===== src/rtl/interrupt_controller_pkg.sv =====
// rtl/interrupt_controller_pkg.sv - CSR addresses, FSM encoding and vector helper for the interrupt controller
package interrupt_controller_pkg;

    localparam logic [1:0] IC_CSR_MASK    = 2'd0;
    localparam logic [1:0] IC_CSR_MODE    = 2'd1;
    localparam logic [1:0] IC_CSR_PENDING = 2'd2;
    localparam logic [1:0] IC_CSR_STATUS  = 2'd3;

    typedef enum logic [1:0] {
        ST_IDLE = 2'b00,
        ST_REQ  = 2'b01,
        ST_TAKE = 2'b10
    } ic_state_e;

    // 16-bit wrap is intentional: the vector table may straddle the top of memory.
    function automatic logic [15:0] ic_vector(input logic [15:0] base,
                                              input int unsigned stride_log2,
                                              input logic [3:0] id);
        return base + (16'(id) << stride_log2);
    endfunction

endpackage


===== src/rtl/interrupt_controller_if.sv =====
// rtl/interrupt_controller_if.sv - core-side commit/CSR/take signals of the interrupt controller
interface interrupt_controller_if;
    logic        COMMIT;
    logic        EIX;
    logic        DIX;
    logic        RETIX;
    logic [1:0]  CSR_ADDR;
    logic        CSR_WR;
    logic [15:0] CSR_DIN;
    logic [15:0] CSR_DOUT;
    logic        INT_REQ;
    logic        INT_TAKEX;
    logic [15:0] INT_VECTOR;
    logic [3:0]  INT_ID;

    modport master (
        output COMMIT, EIX, DIX, RETIX, CSR_ADDR, CSR_WR, CSR_DIN,
        input  CSR_DOUT, INT_REQ, INT_TAKEX, INT_VECTOR, INT_ID
    );

    modport slave (
        input  COMMIT, EIX, DIX, RETIX, CSR_ADDR, CSR_WR, CSR_DIN,
        output CSR_DOUT, INT_REQ, INT_TAKEX, INT_VECTOR, INT_ID
    );
endinterface


===== src/rtl/interrupt_controller_irq_priority_encoder.sv =====
// rtl/interrupt_controller_irq_priority_encoder.sv - fixed-priority encoder, lowest set index wins
module irq_priority_encoder #(
    parameter int NUM_IRQ = 8
) (
    input  logic [NUM_IRQ-1:0] req,
    output logic               valid,
    output logic [3:0]         id
);

    always_comb begin
        valid = 1'b0;
        id    = 4'd0;
        for (int i = NUM_IRQ - 1; i >= 0; i--) begin
            if (req[i]) begin
                valid = 1'b1;
                id    = 4'(i);
            end
        end
    end

endmodule


===== src/rtl/interrupt_controller.sv =====
// rtl/interrupt_controller.sv - vectored, nesting, fixed-priority interrupt controller
module interrupt_controller
    import interrupt_controller_pkg::*;
#(
    parameter int          NUM_IRQ         = 8,
    parameter logic [15:0] VEC_BASE        = 16'h0010,
    parameter int          VEC_STRIDE_LOG2 = 2,
    parameter int          SYNC_STAGES     = 2
) (
    input  logic                 CLK,
    input  logic                 RESETN,
    input  logic [NUM_IRQ-1:0]   IRQ,
    interrupt_controller_if.slave bus
);

    logic [NUM_IRQ-1:0] sync_q [SYNC_STAGES];
    logic [NUM_IRQ-1:0] sync_d [SYNC_STAGES];
    logic [NUM_IRQ-1:0] prev_q, prev_d;
    logic [NUM_IRQ-1:0] mask_q, mask_d;
    logic [NUM_IRQ-1:0] mode_q, mode_d;
    logic [NUM_IRQ-1:0] pend_q, pend_d;
    logic [NUM_IRQ-1:0] active_q, active_d;
    logic               gie_q, gie_d;
    ic_state_e          state_q, state_d;
    logic               int_req_q, int_req_d;
    logic               int_takex_q, int_takex_d;
    logic [15:0]        vector_q, vector_d;
    logic [3:0]         id_q, id_d;

    logic [NUM_IRQ-1:0] synced, rise, pending, eligible;
    logic [NUM_IRQ-1:0] prio_mask, take_mask, pop_mask, csr_wdata, w1c;
    logic               act_valid, win_valid;
    logic [3:0]         act_id, win_id;
    logic               ctl_op, take, retire;
    logic               unused_din;

    assign synced     = sync_q[SYNC_STAGES-1];
    assign rise       = synced & ~prev_q;
    // Level channels bypass the stored bit and follow the synchronised pin.
    assign pending    = (mode_q & pend_q) | (~mode_q & synced);
    assign eligible   = pending & mask_q & {NUM_IRQ{gie_q}} & prio_mask;
    assign csr_wdata  = bus.CSR_DIN[NUM_IRQ-1:0];
    assign unused_din = ^bus.CSR_DIN;

    assign ctl_op = bus.EIX | bus.DIX | bus.RETIX;
    assign take   = (state_q == ST_REQ) && win_valid && bus.COMMIT && !ctl_op;
    assign retire = bus.COMMIT && bus.RETIX && act_valid;

    irq_priority_encoder #(.NUM_IRQ(NUM_IRQ)) u_active_enc (
        .req   (active_q),
        .valid (act_valid),
        .id    (act_id)
    );

    irq_priority_encoder #(.NUM_IRQ(NUM_IRQ)) u_winner_enc (
        .req   (eligible),
        .valid (win_valid),
        .id    (win_id)
    );

    always_comb begin
        for (int i = 0; i < NUM_IRQ; i++) begin
            prio_mask[i] = !act_valid || (4'(i) < act_id);
            take_mask[i] = take && (win_id == 4'(i));
            pop_mask[i]  = retire && (act_id == 4'(i));
        end
    end

    always_comb begin
        sync_d[0] = IRQ;
        for (int i = 1; i < SYNC_STAGES; i++) begin
            sync_d[i] = sync_q[i-1];
        end
        prev_d = synced;

        mask_d = mask_q;
        mode_d = mode_q;
        w1c    = '0;
        if (bus.CSR_WR) begin
            case (bus.CSR_ADDR)
                IC_CSR_MASK:    mask_d = csr_wdata;
                IC_CSR_MODE:    mode_d = csr_wdata;
                IC_CSR_PENDING: w1c    = csr_wdata;
                default:        ;
            endcase
        end

        // A fresh rising edge outranks both W1C and the take clear.
        pend_d   = ((pend_q & ~w1c & ~take_mask) | rise) & mode_q;
        active_d = (active_q | take_mask) & ~pop_mask;

        gie_d = gie_q;
        if (bus.COMMIT && bus.DIX) begin
            gie_d = 1'b0;
        end else if (bus.COMMIT && (bus.EIX || bus.RETIX)) begin
            gie_d = 1'b1;
        end else if (take) begin
            gie_d = 1'b0;
        end
    end

    always_comb begin
        state_d     = state_q;
        int_req_d   = int_req_q;
        int_takex_d = 1'b0;
        vector_d    = vector_q;
        id_d        = id_q;
        case (state_q)
            ST_IDLE: begin
                if (win_valid) begin
                    state_d   = ST_REQ;
                    int_req_d = 1'b1;
                end else begin
                    int_req_d = 1'b0;
                end
            end
            ST_REQ: begin
                if (!win_valid) begin
                    state_d   = ST_IDLE;
                    int_req_d = 1'b0;
                end else if (take) begin
                    state_d     = ST_TAKE;
                    int_req_d   = 1'b0;
                    int_takex_d = 1'b1;
                    id_d        = win_id;
                    vector_d    = ic_vector(VEC_BASE, VEC_STRIDE_LOG2, win_id);
                end
            end
            ST_TAKE: begin
                state_d   = ST_IDLE;
                int_req_d = 1'b0;
            end
            default: begin
                state_d   = ST_IDLE;
                int_req_d = 1'b0;
            end
        endcase
    end

    always_ff @(posedge CLK or negedge RESETN) begin
        if (!RESETN) begin
            for (int i = 0; i < SYNC_STAGES; i++) begin
                sync_q[i] <= '0;
            end
            prev_q      <= '0;
            mask_q      <= '0;
            mode_q      <= '1;
            pend_q      <= '0;
            active_q    <= '0;
            gie_q       <= 1'b0;
            state_q     <= ST_IDLE;
            int_req_q   <= 1'b0;
            int_takex_q <= 1'b0;
            vector_q    <= 16'h0000;
            id_q        <= 4'd0;
        end else begin
            for (int i = 0; i < SYNC_STAGES; i++) begin
                sync_q[i] <= sync_d[i];
            end
            prev_q      <= prev_d;
            mask_q      <= mask_d;
            mode_q      <= mode_d;
            pend_q      <= pend_d;
            active_q    <= active_d;
            gie_q       <= gie_d;
            state_q     <= state_d;
            int_req_q   <= int_req_d;
            int_takex_q <= int_takex_d;
            vector_q    <= vector_d;
            id_q        <= id_d;
        end
    end

    always_comb begin
        case (bus.CSR_ADDR)
            IC_CSR_MASK:    bus.CSR_DOUT = 16'(mask_q);
            IC_CSR_MODE:    bus.CSR_DOUT = 16'(mode_q);
            IC_CSR_PENDING: bus.CSR_DOUT = 16'(pending);
            default:        bus.CSR_DOUT = {gie_q, act_valid, 10'd0, act_id};
        endcase
    end

    assign bus.INT_REQ    = int_req_q;
    assign bus.INT_TAKEX  = int_takex_q;
    assign bus.INT_VECTOR = vector_q;
    assign bus.INT_ID     = id_q;

endmodule

===== src/flat_wrapper.sv =====
// flat-port wrapper written by rule: the top's interface ports become plain ports
module interrupt_controller_flat import interrupt_controller_pkg::*;
#(
    parameter int          NUM_IRQ         = 8,
    parameter logic [15:0] VEC_BASE        = 16'h0010,
    parameter int          VEC_STRIDE_LOG2 = 2,
    parameter int          SYNC_STAGES     = 2
)
  (CLK, RESETN, IRQ, bus_COMMIT, bus_EIX, bus_DIX, bus_RETIX, bus_CSR_ADDR, bus_CSR_WR, bus_CSR_DIN, bus_CSR_DOUT, bus_INT_REQ, bus_INT_TAKEX, bus_INT_VECTOR, bus_INT_ID);
  interrupt_controller_if bus_i ();
  input  logic CLK;
  input  logic RESETN;
  input  logic [NUM_IRQ-1:0] IRQ;
  input wire logic [$bits(bus_i.COMMIT)-1:0] bus_COMMIT;
  input wire logic [$bits(bus_i.EIX)-1:0] bus_EIX;
  input wire logic [$bits(bus_i.DIX)-1:0] bus_DIX;
  input wire logic [$bits(bus_i.RETIX)-1:0] bus_RETIX;
  input wire logic [$bits(bus_i.CSR_ADDR)-1:0] bus_CSR_ADDR;
  input wire logic [$bits(bus_i.CSR_WR)-1:0] bus_CSR_WR;
  input wire logic [$bits(bus_i.CSR_DIN)-1:0] bus_CSR_DIN;
  output wire logic [$bits(bus_i.CSR_DOUT)-1:0] bus_CSR_DOUT;
  output wire logic [$bits(bus_i.INT_REQ)-1:0] bus_INT_REQ;
  output wire logic [$bits(bus_i.INT_TAKEX)-1:0] bus_INT_TAKEX;
  output wire logic [$bits(bus_i.INT_VECTOR)-1:0] bus_INT_VECTOR;
  output wire logic [$bits(bus_i.INT_ID)-1:0] bus_INT_ID;
  assign bus_i.COMMIT = bus_COMMIT;
  assign bus_i.EIX = bus_EIX;
  assign bus_i.DIX = bus_DIX;
  assign bus_i.RETIX = bus_RETIX;
  assign bus_i.CSR_ADDR = bus_CSR_ADDR;
  assign bus_i.CSR_WR = bus_CSR_WR;
  assign bus_i.CSR_DIN = bus_CSR_DIN;
  assign bus_CSR_DOUT = bus_i.CSR_DOUT;
  assign bus_INT_REQ = bus_i.INT_REQ;
  assign bus_INT_TAKEX = bus_i.INT_TAKEX;
  assign bus_INT_VECTOR = bus_i.INT_VECTOR;
  assign bus_INT_ID = bus_i.INT_ID;
  interrupt_controller #(.NUM_IRQ(NUM_IRQ), .VEC_BASE(VEC_BASE), .VEC_STRIDE_LOG2(VEC_STRIDE_LOG2), .SYNC_STAGES(SYNC_STAGES)) u_core (.CLK(CLK), .RESETN(RESETN), .IRQ(IRQ), .bus(bus_i));
endmodule

===== config.mk =====
export PLATFORM = sky130hd
export DESIGN_NAME = interrupt_controller_flat
export DESIGN_NICKNAME = d
export VERILOG_FILES = /design/src/rtl/interrupt_controller_pkg.sv /design/src/rtl/interrupt_controller_if.sv /design/src/rtl/interrupt_controller_irq_priority_encoder.sv /design/src/rtl/interrupt_controller.sv /design/src/flat_wrapper.sv
export SDC_FILE = /design/constraint.sdc
export NUM_CORES = 1
export LEC_CHECK = 0
export ABC_AREA = 1
export CAP_MARGIN = 20
export CORE_MARGIN = 2
export CORE_UTILIZATION = 52
export CTS_CLUSTER_SIZE = 40
export DETAILED_ROUTE_END_ITERATION = 12
export GPL_ROUTABILITY_DRIVEN = 0
export PLACE_DENSITY_LB_ADDON = 0.12
export REMOVE_ABC_BUFFERS = 1
export SLEW_MARGIN = 10
export SYNTH_ARGS = -nofsm -noshare
export SYNTH_HDL_FRONTEND = slang
export SYNTH_HIERARCHICAL = 1
export SYNTH_SLANG_ARGS = --single-unit
export TNS_END_PERCENT = 10

===== constraint.sdc =====
create_clock -name CLK -period 3.3 [get_ports CLK]
set_input_delay 0.495 -clock CLK [delete_from_list [all_inputs] [get_ports CLK]]
set_output_delay 0.495 -clock CLK [all_outputs]
set_load 0.05 [all_outputs]

==> summary.txt <==
CTS H-Tree Depth -> 3
DIE AREA -> 7604 µm²
RSZ-0062 raised after global routing -> no
Critical path capture point type -> primary output
Worst-Margin Slew -> 837.0 ps
Dpl ws -> 347.0 ps
CP startpoint kind -> primary input
Ant. Diodes -> 0
Synth top area cells -> dfrtp_1, nand2_1, inv_1
Clock Path Buffers -> 2
RR Startpoint -> u_core/active_q[7]
Final min period -> 2947 ps
Slew HR -> 44.20%
Post-synthesis adder-cell area fraction -> 1.043%
Final TNS setup -> 0 ps
Complex-gate fraction of the synthesized area -> 12.27%
HPWL Detailed -> 5513 µm
Initial antenna violation count -> 0
Pre-antenna DRT Iters -> 4
Core box area -> 6756 µm²
Worst Setup Slack, final -> 353.3 ps
Dominant combinational cell family by area after synthesis -> simple AND/OR/NAND/NOR gates
Final instance area -> 4229 µm²
Hold-fix buffers at CTS -> 0
Final Max Slew Viols -> 0
Cell-internal power -> 1776 µW
Worst Skew -> 8.360 ps
Cell Area, Placed -> 3989 µm²
First-pass GRT wire length -> 12,230 µm
Most Used Layer, Global Route -> met2
Share of cells above drive strength 1 -> 16.60%
VDD IR max -> 0.4703 mV
CTS tree -> built
Simple-gate area share of the yosys netlist -> 24.78%
Post-Route WL -> 7387 µm
Remaining global-route overflow -> 0
Area leader, netlist -> dfrtp_1
Clock share of power -> 29.2%
Post-Syn Area per Cell -> 8.490 µm²
# DRC -> 0
Final Hold Vio Count -> 0
Worst-path fanout max -> 11
Total GRT Usage -> 21.18%
Clock Root Buffer -> clkbuf_8
Row cnt -> 30
Initial Util -> 53.28%
Sw Share -> 37.20%
Worst-path clk slew -> 70 ps
Yosys cell types -> 40
Reg power frac -> 37.3%
GR Util met3 -> 4.360%
R2R cell count -> 16
Later-pin clock latency in the skew report -> 350 ps
Met1 Usage GRT -> 28.37%
Worst R2R End -> u_core/pend_q[2]
DRT iter0 DRCs -> 153
Pwr Density -> 668.6 nW/µm²
P&R area growth vs syn -> 17.48%
Most common cell after layout, fill and taps aside -> nand2_1
Routed Antenna Nets -> 0
Die Span Y -> 87.20 µm
Number of synthesized flops with an enable pin -> 0
Xor/xnor share of the synthesized area -> 0%
I/O pin count -> 71
Min-delay worst type -> in2async
Fmax achieved -> 339.4 MHz
Switching pwr -> 1052 µW
Chip Width -> 87.20 µm
Post-route clock period utilization -> 89.30%
CTS Sinks -> 68
Seq/Total Area, Yosys -> 47.55%
Port Buf Inserts -> 45
Setup violators final -> 0
Post-synthesis cell count -> 424
Pleak -> 0.002033 µW
Filler Cell Count -> 596
Setup bufs post-CTS -> 0
Crit path DAT -> 2450 ps
CP required -> 2800 ps
Tot Pwr -> 2828 µW
FF-to-FF setup slack -> 490 ps
DR WL/cell -> 13.29 µm
Top cell type's share of synthesized area -> 41.71%
Mux cell area share after synthesis -> 0%
Net count, final -> 507
Max Cap Viol -> 0
Synth warn -> 6
WS Path Type -> in2out
Seq cells post-synth -> 68
Cell area after synthesis -> 3600 µm²
Inserted Clock Buffers -> 9
Combinational Power Share -> 33.6%
Worst setup path end -> bus_CSR_DOUT[4]
Vias -> 2,795
PostCTS Resize Cnt -> 0
Largest net degree at the start of global routing -> 69
Vias in the first global route -> 2,648
GR Util met2 -> 33.38%
Outcome -> finished, final reports clean
Most frequent cells in the layout -> nand2_1, inv_1, dfrtp_1
DR vias/cell -> 5.027
Post-synth top flop -> dfrtp_1
CP startpoint -> bus_CSR_ADDR[1]
Async SR Flop Fraction -> 100.0%
==> cell families (layout without fill, tap and decap cells) <==
kind of cell	count (synthesis)	in the layout
AOI/OAI and AO/OA	68	68
adders and majority gates	3	3
buffers and inverters	100	136
DFF	68	68
other	3	19
and+or+nand+nor	182	182
==> final cells by class <==
cell class                      count  area, µm²  share of cell area (%)
Tap cell                           80      100.1                   2.367
Clock buffer                       10      127.6                   3.018
Multi-Input combinational cell    272       1443                   34.11
Inverter                           71      269.0                   6.361
Sequential cell                    68       1712                   40.47
Timing Repair Buffer               49      465.4                   11.01
Clock inverter                      6      112.6                   2.663
==> power groups by stage <==
stage | Combinational, µW | Clock (µW) | Sequential, µW
3_5_place_dp | 941 | 0 | 1070
5_1_grt | 1040 | 872 | 1070
4_1_cts | 945 | 842 | 1060
6_report | 949 | 824 | 1050
2_1_floorplan | 556 | 0 | 1150
3_3_place_gp | 921 | 0 | 1060
==> sequential cells by signal (all words and copies together) (netlist names) <==
| signal | count |
|---|---|
| u_core/mask_q | 8 |
| u_core/prev_q | 8 |
| u_core/bus.INT_VECTOR | 3 |
| u_core/gie_q | 1 |
| u_core/bus.INT_TAKEX | 1 |
| u_core/pend_q | 8 |
| u_core/state_q | 2 |
| u_core/bus.INT_REQ | 1 |
| u_core/sync_d | 8 |
| u_core/prev_d | 8 |
| u_core/active_q | 8 |
| u_core/mode_q | 8 |
| u_core/bus.INT_ID | 4 |
==> metrics by stage <==
step / hold slack (ps) / instances / util, %
after CTS: 354.6 / 556 / 62.59
after detailed placement: 336.3 / 540 / 59.04
final: 341.5 / 556 / 62.59
after global placement: 331.8 / 540 / 59.04
after global routing: 355.8 / 556 / 62.59
after floorplan: 199.4 / 411 / -
==> synthesized netlist by cell type, types with 2 or more instances <==
cell type and count:
a31oi_1 4, o21ai_0 16, a21oi_2 4, a21oi_1 16, nor3_2 2, nor2_1 19, buf_4 21, or2_1 2
o21ai_2 8, nor3_1 10, nand4_1 4, buf_2 3, o2111ai_1 2, o21a_1 7, buf_8 2, nand3_1 11
nand2_4 2, buf_6 3, o221ai_1 2, nand3_2 8, conb_1 3, a21boi_1 3, o21ai_1 3, dfstp_2 8
nor2_2 4, or2_2 7, nor2_4 2, nand2_2 5, dfrtp_1 60, nand2_1 103, ha_1 3, inv_1 69
==> critical path, stage by stage <==
cell             delay, ps
clkdlybuf4s50_1        600
nand2_2                220
o221ai_1               280
clkdlybuf4s50_1        850
==> routing by layer <==
| layer | vias up | part of all wire [%] | wire, µm |
|---|---|---|---|
| met4 | 0 | 1.8 | 134 |
| met2 | 73 | 47 | 3501 |
| met1 | 1315 | 46 | 3415 |
| li1 | 1395 | - | - |
| met3 | 12 | 4.5 | 335 |
| met5 | - | 0 | 0 |
==> worst min path at each step <==
stage	endpoint	slack, ps	cells past startpoint	from
after global placement	u_core/prev_d[4]	330	0	u_core/sync_d[4]
after global routing	u_core/prev_d[4]	360	0	u_core/sync_d[4]
final	u_core/bus.INT_ID[3]	340	2	RESETN
after CTS	u_core/prev_d[4]	350	0	u_core/sync_d[4]
after floorplan	u_core/active_q[0]	200	0	RESETN
after detailed placement	u_core/prev_d[4]	340	0	u_core/sync_d[4]
Power figures use the tool's default switching activity.
